===== src/rtl/mips_mc_controller_if.sv =====
`default_nettype none
// +----------------------------------------------------------------------------+
// | mips_mc_controller_if                                                      |
// | Bus between the multi-cycle MIPS control unit and its datapath.            |
// | Revision: 1.0                                                              |
// +----------------------------------------------------------------------------+
interface mips_mc_controller_if #(
   parameter int STATE_W = 4
);
   logic [5:0]         op;
   logic [5:0]         funct;
   logic               zero;
   logic               pcen;
   logic               iord;
   logic               memwrite;
   logic               irwrite;
   logic               regdst;
   logic               memtoreg;
   logic               regwrite;
   logic               alusrca;
   logic [1:0]         alusrcb;
   logic [1:0]         pcsrc;
   logic [2:0]         alucontrol;
   logic [STATE_W-1:0] state_dbg;

   // Datapath side
   modport master (
      output op, funct, zero,
      input  pcen, iord, memwrite, irwrite, regdst, memtoreg, regwrite,
             alusrca, alusrcb, pcsrc, alucontrol, state_dbg
   );

   // Controller side
   modport slave (
      input  op, funct, zero,
      output pcen, iord, memwrite, irwrite, regdst, memtoreg, regwrite,
             alusrca, alusrcb, pcsrc, alucontrol, state_dbg
   );
endinterface
`default_nettype wire


===== src/rtl/mips_mc_controller.sv =====
`default_nettype none
// +----------------------------------------------------------------------------+
// | mips_mc_controller                                                         |
// | Multi-cycle MIPS control unit: Moore main FSM plus ALU decoder.            |
// | Optional: `define MC_CTRL_BNE_EN adds the BNEEX state (op 000101).         |
// | Revision: 1.0                                                              |
// +----------------------------------------------------------------------------+
module mips_mc_controller #(
   parameter int STATE_W = 4
) (
   input  logic                 clk,
   input  logic                 reset,
   mips_mc_controller_if.slave  bus
);

   typedef enum logic [STATE_W-1:0] {
      FETCH   = STATE_W'(0),
      DECODE  = STATE_W'(1),
      MEMADR  = STATE_W'(2),
      MEMRD   = STATE_W'(3),
      MEMWB   = STATE_W'(4),
      MEMWR   = STATE_W'(5),
      RTYPEEX = STATE_W'(6),
      RTYPEWB = STATE_W'(7),
      BEQEX   = STATE_W'(8),
      ADDIEX  = STATE_W'(9),
      ADDIWB  = STATE_W'(10),
`ifdef MC_CTRL_BNE_EN
      JEX     = STATE_W'(11),
      BNEEX   = STATE_W'(12)
`else
      JEX     = STATE_W'(11)
`endif
   } state_t;

   typedef struct packed {
      logic       iord;
      logic       memwrite;
      logic       irwrite;
      logic       regdst;
      logic       memtoreg;
      logic       regwrite;
      logic       alusrca;
      logic [1:0] alusrcb;
      logic [1:0] pcsrc;
      logic [2:0] alucontrol;
      logic       pcwrite;
      logic       branch;
      logic       bne;
      logic       rtype;
   } ctrl_t;

   state_t state_q, state_d;
   ctrl_t  ctrl_q;
   ctrl_t  ctrl_out;
   logic   branch_cond;

   function automatic ctrl_t state_outputs(input state_t s);
      ctrl_t c;
      c = '0;
      case (s)
         FETCH:   begin c.alusrcb = 2'b01; c.alucontrol = 3'b010;
                        c.irwrite = 1'b1; c.pcwrite = 1'b1; end
         DECODE:  begin c.alusrcb = 2'b11; c.alucontrol = 3'b010; end
         MEMADR:  begin c.alusrca = 1'b1; c.alusrcb = 2'b10; c.alucontrol = 3'b010; end
         MEMRD:   c.iord = 1'b1;
         MEMWB:   begin c.memtoreg = 1'b1; c.regwrite = 1'b1; end
         MEMWR:   begin c.iord = 1'b1; c.memwrite = 1'b1; end
         RTYPEEX: begin c.alusrca = 1'b1; c.rtype = 1'b1; end
         RTYPEWB: begin c.regdst = 1'b1; c.regwrite = 1'b1; end
         BEQEX:   begin c.alusrca = 1'b1; c.alucontrol = 3'b110;
                        c.pcsrc = 2'b01; c.branch = 1'b1; end
         ADDIEX:  begin c.alusrca = 1'b1; c.alusrcb = 2'b10; c.alucontrol = 3'b010; end
         ADDIWB:  c.regwrite = 1'b1;
         JEX:     begin c.pcsrc = 2'b10; c.pcwrite = 1'b1; end
`ifdef MC_CTRL_BNE_EN
         BNEEX:   begin c.alusrca = 1'b1; c.alucontrol = 3'b110;
                        c.pcsrc = 2'b01; c.branch = 1'b1; c.bne = 1'b1; end
`endif
         default: c = '0;
      endcase
      return c;
   endfunction

   function automatic logic [2:0] funct_alu(input logic [5:0] f);
      case (f)
         6'b100010: return 3'b110;
         6'b100100: return 3'b000;
         6'b100101: return 3'b001;
         6'b101010: return 3'b111;
         default:   return 3'b010;
      endcase
   endfunction

   always_comb begin
      state_d = FETCH;
      case (state_q)
         FETCH:   state_d = DECODE;
         DECODE: begin
            case (bus.op)
               6'b100011, 6'b101011: state_d = MEMADR;
               6'b000000:            state_d = RTYPEEX;
               6'b000100:            state_d = BEQEX;
               6'b001000:            state_d = ADDIEX;
               6'b000010:            state_d = JEX;
`ifdef MC_CTRL_BNE_EN
               6'b000101:            state_d = BNEEX;
`endif
               default:              state_d = FETCH;
            endcase
         end
         MEMADR:  state_d = (bus.op == 6'b100011) ? MEMRD : MEMWR;
         MEMRD:   state_d = MEMWB;
         RTYPEEX: state_d = RTYPEWB;
         ADDIEX:  state_d = ADDIWB;
         default: state_d = FETCH;
      endcase
   end

   // Outputs are registered alongside the state they belong to.
   always_ff @(posedge clk) begin
      if (!reset) begin
         state_q <= FETCH;
         ctrl_q  <= state_outputs(FETCH);
      end else begin
         state_q <= state_d;
         ctrl_q  <= state_outputs(state_d);
      end
   end

   // While reset is held the bus shows FETCH values with every enable off.
   always_comb begin
      ctrl_out = ctrl_q;
      if (!reset) begin
         ctrl_out          = state_outputs(FETCH);
         ctrl_out.irwrite  = 1'b0;
         ctrl_out.pcwrite  = 1'b0;
         ctrl_out.memwrite = 1'b0;
         ctrl_out.regwrite = 1'b0;
         ctrl_out.branch   = 1'b0;
      end
   end

`ifdef MC_CTRL_BNE_EN
   assign branch_cond = ctrl_out.bne ? ~bus.zero : bus.zero;
`else
   assign branch_cond = bus.zero;
`endif

   assign bus.pcen       = ctrl_out.pcwrite | (ctrl_out.branch & branch_cond);
   assign bus.iord       = ctrl_out.iord;
   assign bus.memwrite   = ctrl_out.memwrite;
   assign bus.irwrite    = ctrl_out.irwrite;
   assign bus.regdst     = ctrl_out.regdst;
   assign bus.memtoreg   = ctrl_out.memtoreg;
   assign bus.regwrite   = ctrl_out.regwrite;
   assign bus.alusrca    = ctrl_out.alusrca;
   assign bus.alusrcb    = ctrl_out.alusrcb;
   assign bus.pcsrc      = ctrl_out.pcsrc;
   assign bus.alucontrol = ctrl_out.rtype ? funct_alu(bus.funct) : ctrl_out.alucontrol;
   assign bus.state_dbg  = state_q;

endmodule
`default_nettype wire


===== src/flat_wrapper.sv =====
// flat-port wrapper written by rule: the top's interface ports become plain ports
module mips_mc_controller_flat 
#(
   parameter int STATE_W = 4
)
  (clk, reset, bus_op, bus_funct, bus_zero, bus_pcen, bus_iord, bus_memwrite, bus_irwrite, bus_regdst, bus_memtoreg, bus_regwrite, bus_alusrca, bus_alusrcb, bus_pcsrc, bus_alucontrol, bus_state_dbg);
  mips_mc_controller_if #(.STATE_W(STATE_W)) bus_i ();
  input  logic clk;
  input  logic reset;
  input wire logic [$bits(bus_i.op)-1:0] bus_op;
  input wire logic [$bits(bus_i.funct)-1:0] bus_funct;
  input wire logic [$bits(bus_i.zero)-1:0] bus_zero;
  output wire logic [$bits(bus_i.pcen)-1:0] bus_pcen;
  output wire logic [$bits(bus_i.iord)-1:0] bus_iord;
  output wire logic [$bits(bus_i.memwrite)-1:0] bus_memwrite;
  output wire logic [$bits(bus_i.irwrite)-1:0] bus_irwrite;
  output wire logic [$bits(bus_i.regdst)-1:0] bus_regdst;
  output wire logic [$bits(bus_i.memtoreg)-1:0] bus_memtoreg;
  output wire logic [$bits(bus_i.regwrite)-1:0] bus_regwrite;
  output wire logic [$bits(bus_i.alusrca)-1:0] bus_alusrca;
  output wire logic [$bits(bus_i.alusrcb)-1:0] bus_alusrcb;
  output wire logic [$bits(bus_i.pcsrc)-1:0] bus_pcsrc;
  output wire logic [$bits(bus_i.alucontrol)-1:0] bus_alucontrol;
  output wire logic [$bits(bus_i.state_dbg)-1:0] bus_state_dbg;
  assign bus_i.op = bus_op;
  assign bus_i.funct = bus_funct;
  assign bus_i.zero = bus_zero;
  assign bus_pcen = bus_i.pcen;
  assign bus_iord = bus_i.iord;
  assign bus_memwrite = bus_i.memwrite;
  assign bus_irwrite = bus_i.irwrite;
  assign bus_regdst = bus_i.regdst;
  assign bus_memtoreg = bus_i.memtoreg;
  assign bus_regwrite = bus_i.regwrite;
  assign bus_alusrca = bus_i.alusrca;
  assign bus_alusrcb = bus_i.alusrcb;
  assign bus_pcsrc = bus_i.pcsrc;
  assign bus_alucontrol = bus_i.alucontrol;
  assign bus_state_dbg = bus_i.state_dbg;
  mips_mc_controller #(.STATE_W(STATE_W)) u_core (.clk(clk), .reset(reset), .bus(bus_i));
endmodule

===== config.mk =====
export PLATFORM = sky130hd
export DESIGN_NAME = mips_mc_controller_flat
export DESIGN_NICKNAME = d
export VERILOG_FILES = /design/src/rtl/mips_mc_controller_if.sv /design/src/rtl/mips_mc_controller.sv /design/src/flat_wrapper.sv
export SDC_FILE = /design/constraint.sdc
export NUM_CORES = 1
export LEC_CHECK = 0
export BUFFER_PORTS_ARGS = -buffer_cell sky130_fd_sc_hd__buf_4
export CORE_MARGIN = 2
export CORE_UTILIZATION = 44
export DETAILED_ROUTE_END_ITERATION = 10
export PLACE_DENSITY = 0.71
export RECOVER_POWER = 25
export SYNTH_ARGS = -nofsm -noshare
export SYNTH_HDL_FRONTEND = slang
export SYNTH_SLANG_ARGS = --single-unit

===== constraint.sdc =====
create_clock -name clk -period 1.76 [get_ports clk]
set_input_delay 0.264 -clock clk [delete_from_list [all_inputs] [get_ports clk]]
set_output_delay 0.264 -clock clk [all_outputs]
set_load 0.1 [all_outputs]

-- Word level (Yosys, flattened, before mapping)
Cells that the tools add are included.
- reductions and logical operators: 10
- bitwise operators: 2
- equality and inequality tests: 25
- muxes and demuxes: 19
- operator list (kind ; number):
    6-bit == test, second input constant ; 6
    4-bit one-hot mux with 6 select lines ; 1
    4-bit by 3-bit == test with 1-bit output, second input constant ; 5
    4-bit == test, second input constant ; 5
    4-bit one-hot mux with 5 select lines ; 1
    18-bit two-way mux ; 1
    4-bit by 2-bit == test with 1-bit output, second input constant ; 4
    3-bit one-hot mux with 4 select lines ; 1
    1-bit two-way mux ; 10
    4-bit by 1-bit == test with 1-bit output, second input constant ; 2
    4-bit zero test ; 2
    2-bit OR reduction ; 4
    4-bit OR reduction ; 2
    6-bit by 2-bit == test with 1-bit output, second input constant ; 1
    6-bit by 3-bit == test with 1-bit output, second input constant ; 1
    6-bit by 4-bit == test with 1-bit output, second input constant ; 1
    6-bit zero test ; 1
    3-bit two-way mux ; 2
    2-bit one-hot mux with 3 select lines ; 1
    3-bit one-hot mux with 2 select lines ; 1
    2-bit one-hot mux with 2 select lines ; 1
    3-bit OR reduction ; 1
    1-bit bitwise AND ; 1
    1-bit OR ; 1
- bits of input ports: 15
- bits in registers: 21
- word-level logic and storage cells: 70

-- Longest topological paths before layout
- word-level depth: 7
- gate-level depth with buffers: 6
- gate-level depth less buffers: 5

-- Worst setup path before layout
No wires, ideal clock.
- kind: reg2out
- start point: register u_core.ctrl_q[0] (netlist name)
- end point: output port bus_alucontrol[0]
- buffers on the path: 0
- data arrival time: 2.895 ns
- cell stages (with the launch flop): 4
- required time: 1.496 ns
- setup slack: -1.399 ns
- cells stage by stage: dfxtp_1 -> nand4b_1 -> or3_1 -> o21ai_0
- cells in the longest elaborated chain, start to end: 2
- ends and longest elaborated chain (what ; line ; RTL):
    start, declared ; mips_mc_controller.sv:54 ; ctrl_t ctrl_q;
    start signal, assigned ; mips_mc_controller.sv:124 ; ctrl_q <= state_outputs(FETCH);
    start signal, assigned ; mips_mc_controller.sv:127 ; ctrl_q <= state_outputs(state_d);
    18-bit two-way mux ; mips_mc_controller.sv:134 ; if (!reset) begin
    3-bit two-way mux ; mips_mc_controller.sv:160 ; assign bus.alucontrol = ctrl_out.rtype ? funct_alu(bus.funct) : ctrl_out.alucontrol;
    end, declared ; flat_wrapper.sv:23 ; output wire logic [$bits(bus_i.alucontrol)-1:0] bus_alucontrol;
Every way passes these cells.

-- Worst setup path in the final report
Ends and elaborated chain as after synthesis.

==> flow_summary.toml <==
[worst_hold_path]
hold_path_end = "u_core.ctrl_q[3]"
hold_depth = 3
min_from = "reset"
hp-class = "primary input to register"

[setup_path]
critPathCaptureType = "primary output"
worst-r2r-setup-slack_ns = 0.06
crit_required_ns = 1.50
r2r_end = "u_core.ctrl_q[11]"
cp_data_arrival_time_ns = 1.44
crit_path_max_incr_delay_ns = 0.37
critPathKind = "register to primary output"
cp_max_fo = 3
setup.worst_path.start_class = "register"
reg2reg_depth = 5
crit_chain = "nand4b_1 > or3_4 > o21ai_4 > buf_12"
rr_startpoint = "u_core.bus.state_dbg[3]"
critPathSlowestCell = "or3_4"

[yosys]
yosys_warnings = 0
synth.net_count = 126
netlist_area_sq_mm = 0.001028
synth_edf_count = 0
synth.avg_cell_area_sq_um = 9.266
synth-seq-cells = 19
synth-main-ff-cell = "dfxtp_1"
ys_seq_area_share_pct = 36.98
synth_cells = 111
ys_types = 48
async_reset_ff_share_pct = 0

[sta]
slew_viol_final = 0
fin_crit_ns = 1.709
fin_worst_skew_ns = 0.005652
fmax_mhz = 585.3
hold_viol = 0
rsz0062_at_grt = "yes"
setup_ws_ns = 0.05136
timing.max_slew.rel_slack_pct = 71.98
period_share_pct = 97.08
worstMarginPinSlew_ns = 0.4158
setup-violations-final = 0

[final_layout]
layout.cells.non_filler = 177
final_area_sq_mm = 0.001445
num_antenna_cells = 0
area_growth_syn_to_layout_pct = 40.51
regArea_sq_um = 396.6
fillCellCount = 170
nNetsFinal = 165
layout_common_cells = "buf_4, dfxtp_1, and2_1"
final_common_cell = "buf_4"
final_util_pct = 65.33
layout-drive-gt1-share_pct = 46.98
multiInputGateArea_sq_um = 650.6

[drt]
finalWirelength_um = 2325
drc = 0
routedWlPerCell_um = 13.14
drt_iter0_drc = 23
firstDrtPassIters = 4
num_vias = 966
wl_met1_um = 989
dr_wl_met2_um = 1192
via_per_inst = 5.458
highest_layer = "met4"
wl_met3_um = 112
postRouteAntennaNets = 0

[power_and_ir_drop]
finalPower_mw = 0.8762
ir_drop_uv = 435.3
p_leak_nw = 0.6148
powerDensity_mw_per_mm2 = 606.3

[grt]
grt_pass1_wl_um = 3705
gr-total-overflow = 0
grt_max_degree = 30
antenna_found_initial = 0
grt_pass1_vias = 851
grt_util_all_layers_pct = 18.39

[outcome]
status = "complete, no violations"

[clock_network]
cts_root_buf = "clkbuf_4"
cts_tree = "yes"
insertion_delay_ns = 0.30
cts_made_buffers = 3
clk_pin_slew_ns = 0.10
clock_path_buffers = 2
cts.sinks = 19
htree_levels = 1

[place]
dp_cells = 171
place_area_sq_mm = 0.001339
globalplace.congestion = 0.8030
dp_slack_ns = 0.05953
io_buffers = 33
dp_hpwl_um = 1652

[floorplanning]
start_util_pct = 46.49
std_cell_rows = 17
die_area_sq_mm = 0.002740
core_sq_mm = 0.002212
die_h_um = 52.35
io_pins = 34
die_x_um = 52.35

[flow_run]
max_cap_violations = 0
-- what timing repair did --
action,CTS,global route
buffers inserted,1,1
hold buffers,0,0
pin swaps,1,2
resized for setup,7,6
endpoints found under the setup margin,3,9
-- cell type report --
class | instances | area share, %
multi-input combinational | 83 | 45.02
sequential | 19 | 27.45
timing repair buffer | 39 | 22.25
tap | 28 | 2.424
clock buffer | 4 | 1.818
inverter | 4 | 1.039
-- Yosys cell counts, types with 2 or more instances --
cell type   n  area share (%)
dfxtp_1    19              37
and2_1     15             9.1
nor2_1      6             2.2
nand3_1     5             2.4
o21ai_0     5             2.4
clkbuf_1    3             1.1
inv_1       3             1.1
nand2_1     3             1.1
nor2b_1     3             1.8
nor3_1      3             1.5
nor3b_1     3             2.2
a21oi_1     2            0.97
and3_1      2             1.2
nand2b_1    2             1.2
nand4_1     2             1.2
o31a_1      2             1.7
xor2_1      2             1.7
-- how the worst max path moves through the flow --
stage	cells after the start	end	from	slack, ns
floorplan	3	bus_alucontrol[0]	u_core.ctrl_q[0]	-0.12
global placement	6	u_core.ctrl_q[15]	bus_op[3]	0.09
detailed placement	6	u_core.ctrl_q[3]	bus_op[3]	0.06
CTS	4	bus_alucontrol[0]	u_core.ctrl_q[0]	0.01
global route	5	u_core.ctrl_q[10]	u_core.bus.state_dbg[1]	-0.01
finish	4	bus_alucontrol[0]	u_core.ctrl_q[0]	0.05
-- critical path, delay by kind of cell, from the launching register on --
family                 cells  cell delay [ns]
buffers and inverters      1             0.19
DFF                        1             0.34
AOI/OAI and AO/OA          1             0.16
and+or+nand+nor            2             0.47
-- cell families after synthesis --
| logic type | count (synthesis) | share of synthesized area, % |
|---|---|---|
| AND/OR/NAND/NOR | 60 | 40.39 |
| AO/OA/AOI/OAI | 21 | 16.79 |
| flip-flops | 19 | 36.98 |
| buffers and inverters | 9 | 4.135 |
| XOR/XNOR | 2 | 1.703 |
-- per-layer routing --
layer  GRT usage [%]  vias to the layer above
li1                -                      478
met1           23.98                      457
met2           27.92                       27
met3           5.143                        4
met4           8.547                        0
met5               0                        -
-- where the power goes --
| group | total (mW) | internal, mW | switching [mW] |
|---|---|---|---|
| combinational | 0.216 | 0.0765 | 0.139 |
| clock | 0.214 | 0.0884 | 0.125 |
| sequential | 0.447 | 0.438 | 0.00815 |
-- sequential cells by signal, summed over array words and instances, names as in the netlist --
name                  flops
u_core.bus.state_dbg      4
u_core.ctrl_q            15
-- metrics by stage --
stage,hold WS (ns),setup TNS [ns]
detailed placement,0.6980,0
finish,0.3879,0
global route,0.3967,-0.03468
CTS,0.3709,0
global placement,0.6942,0
floorplan,0.4129,-0.2302
(Power assumes the default switching activity.)
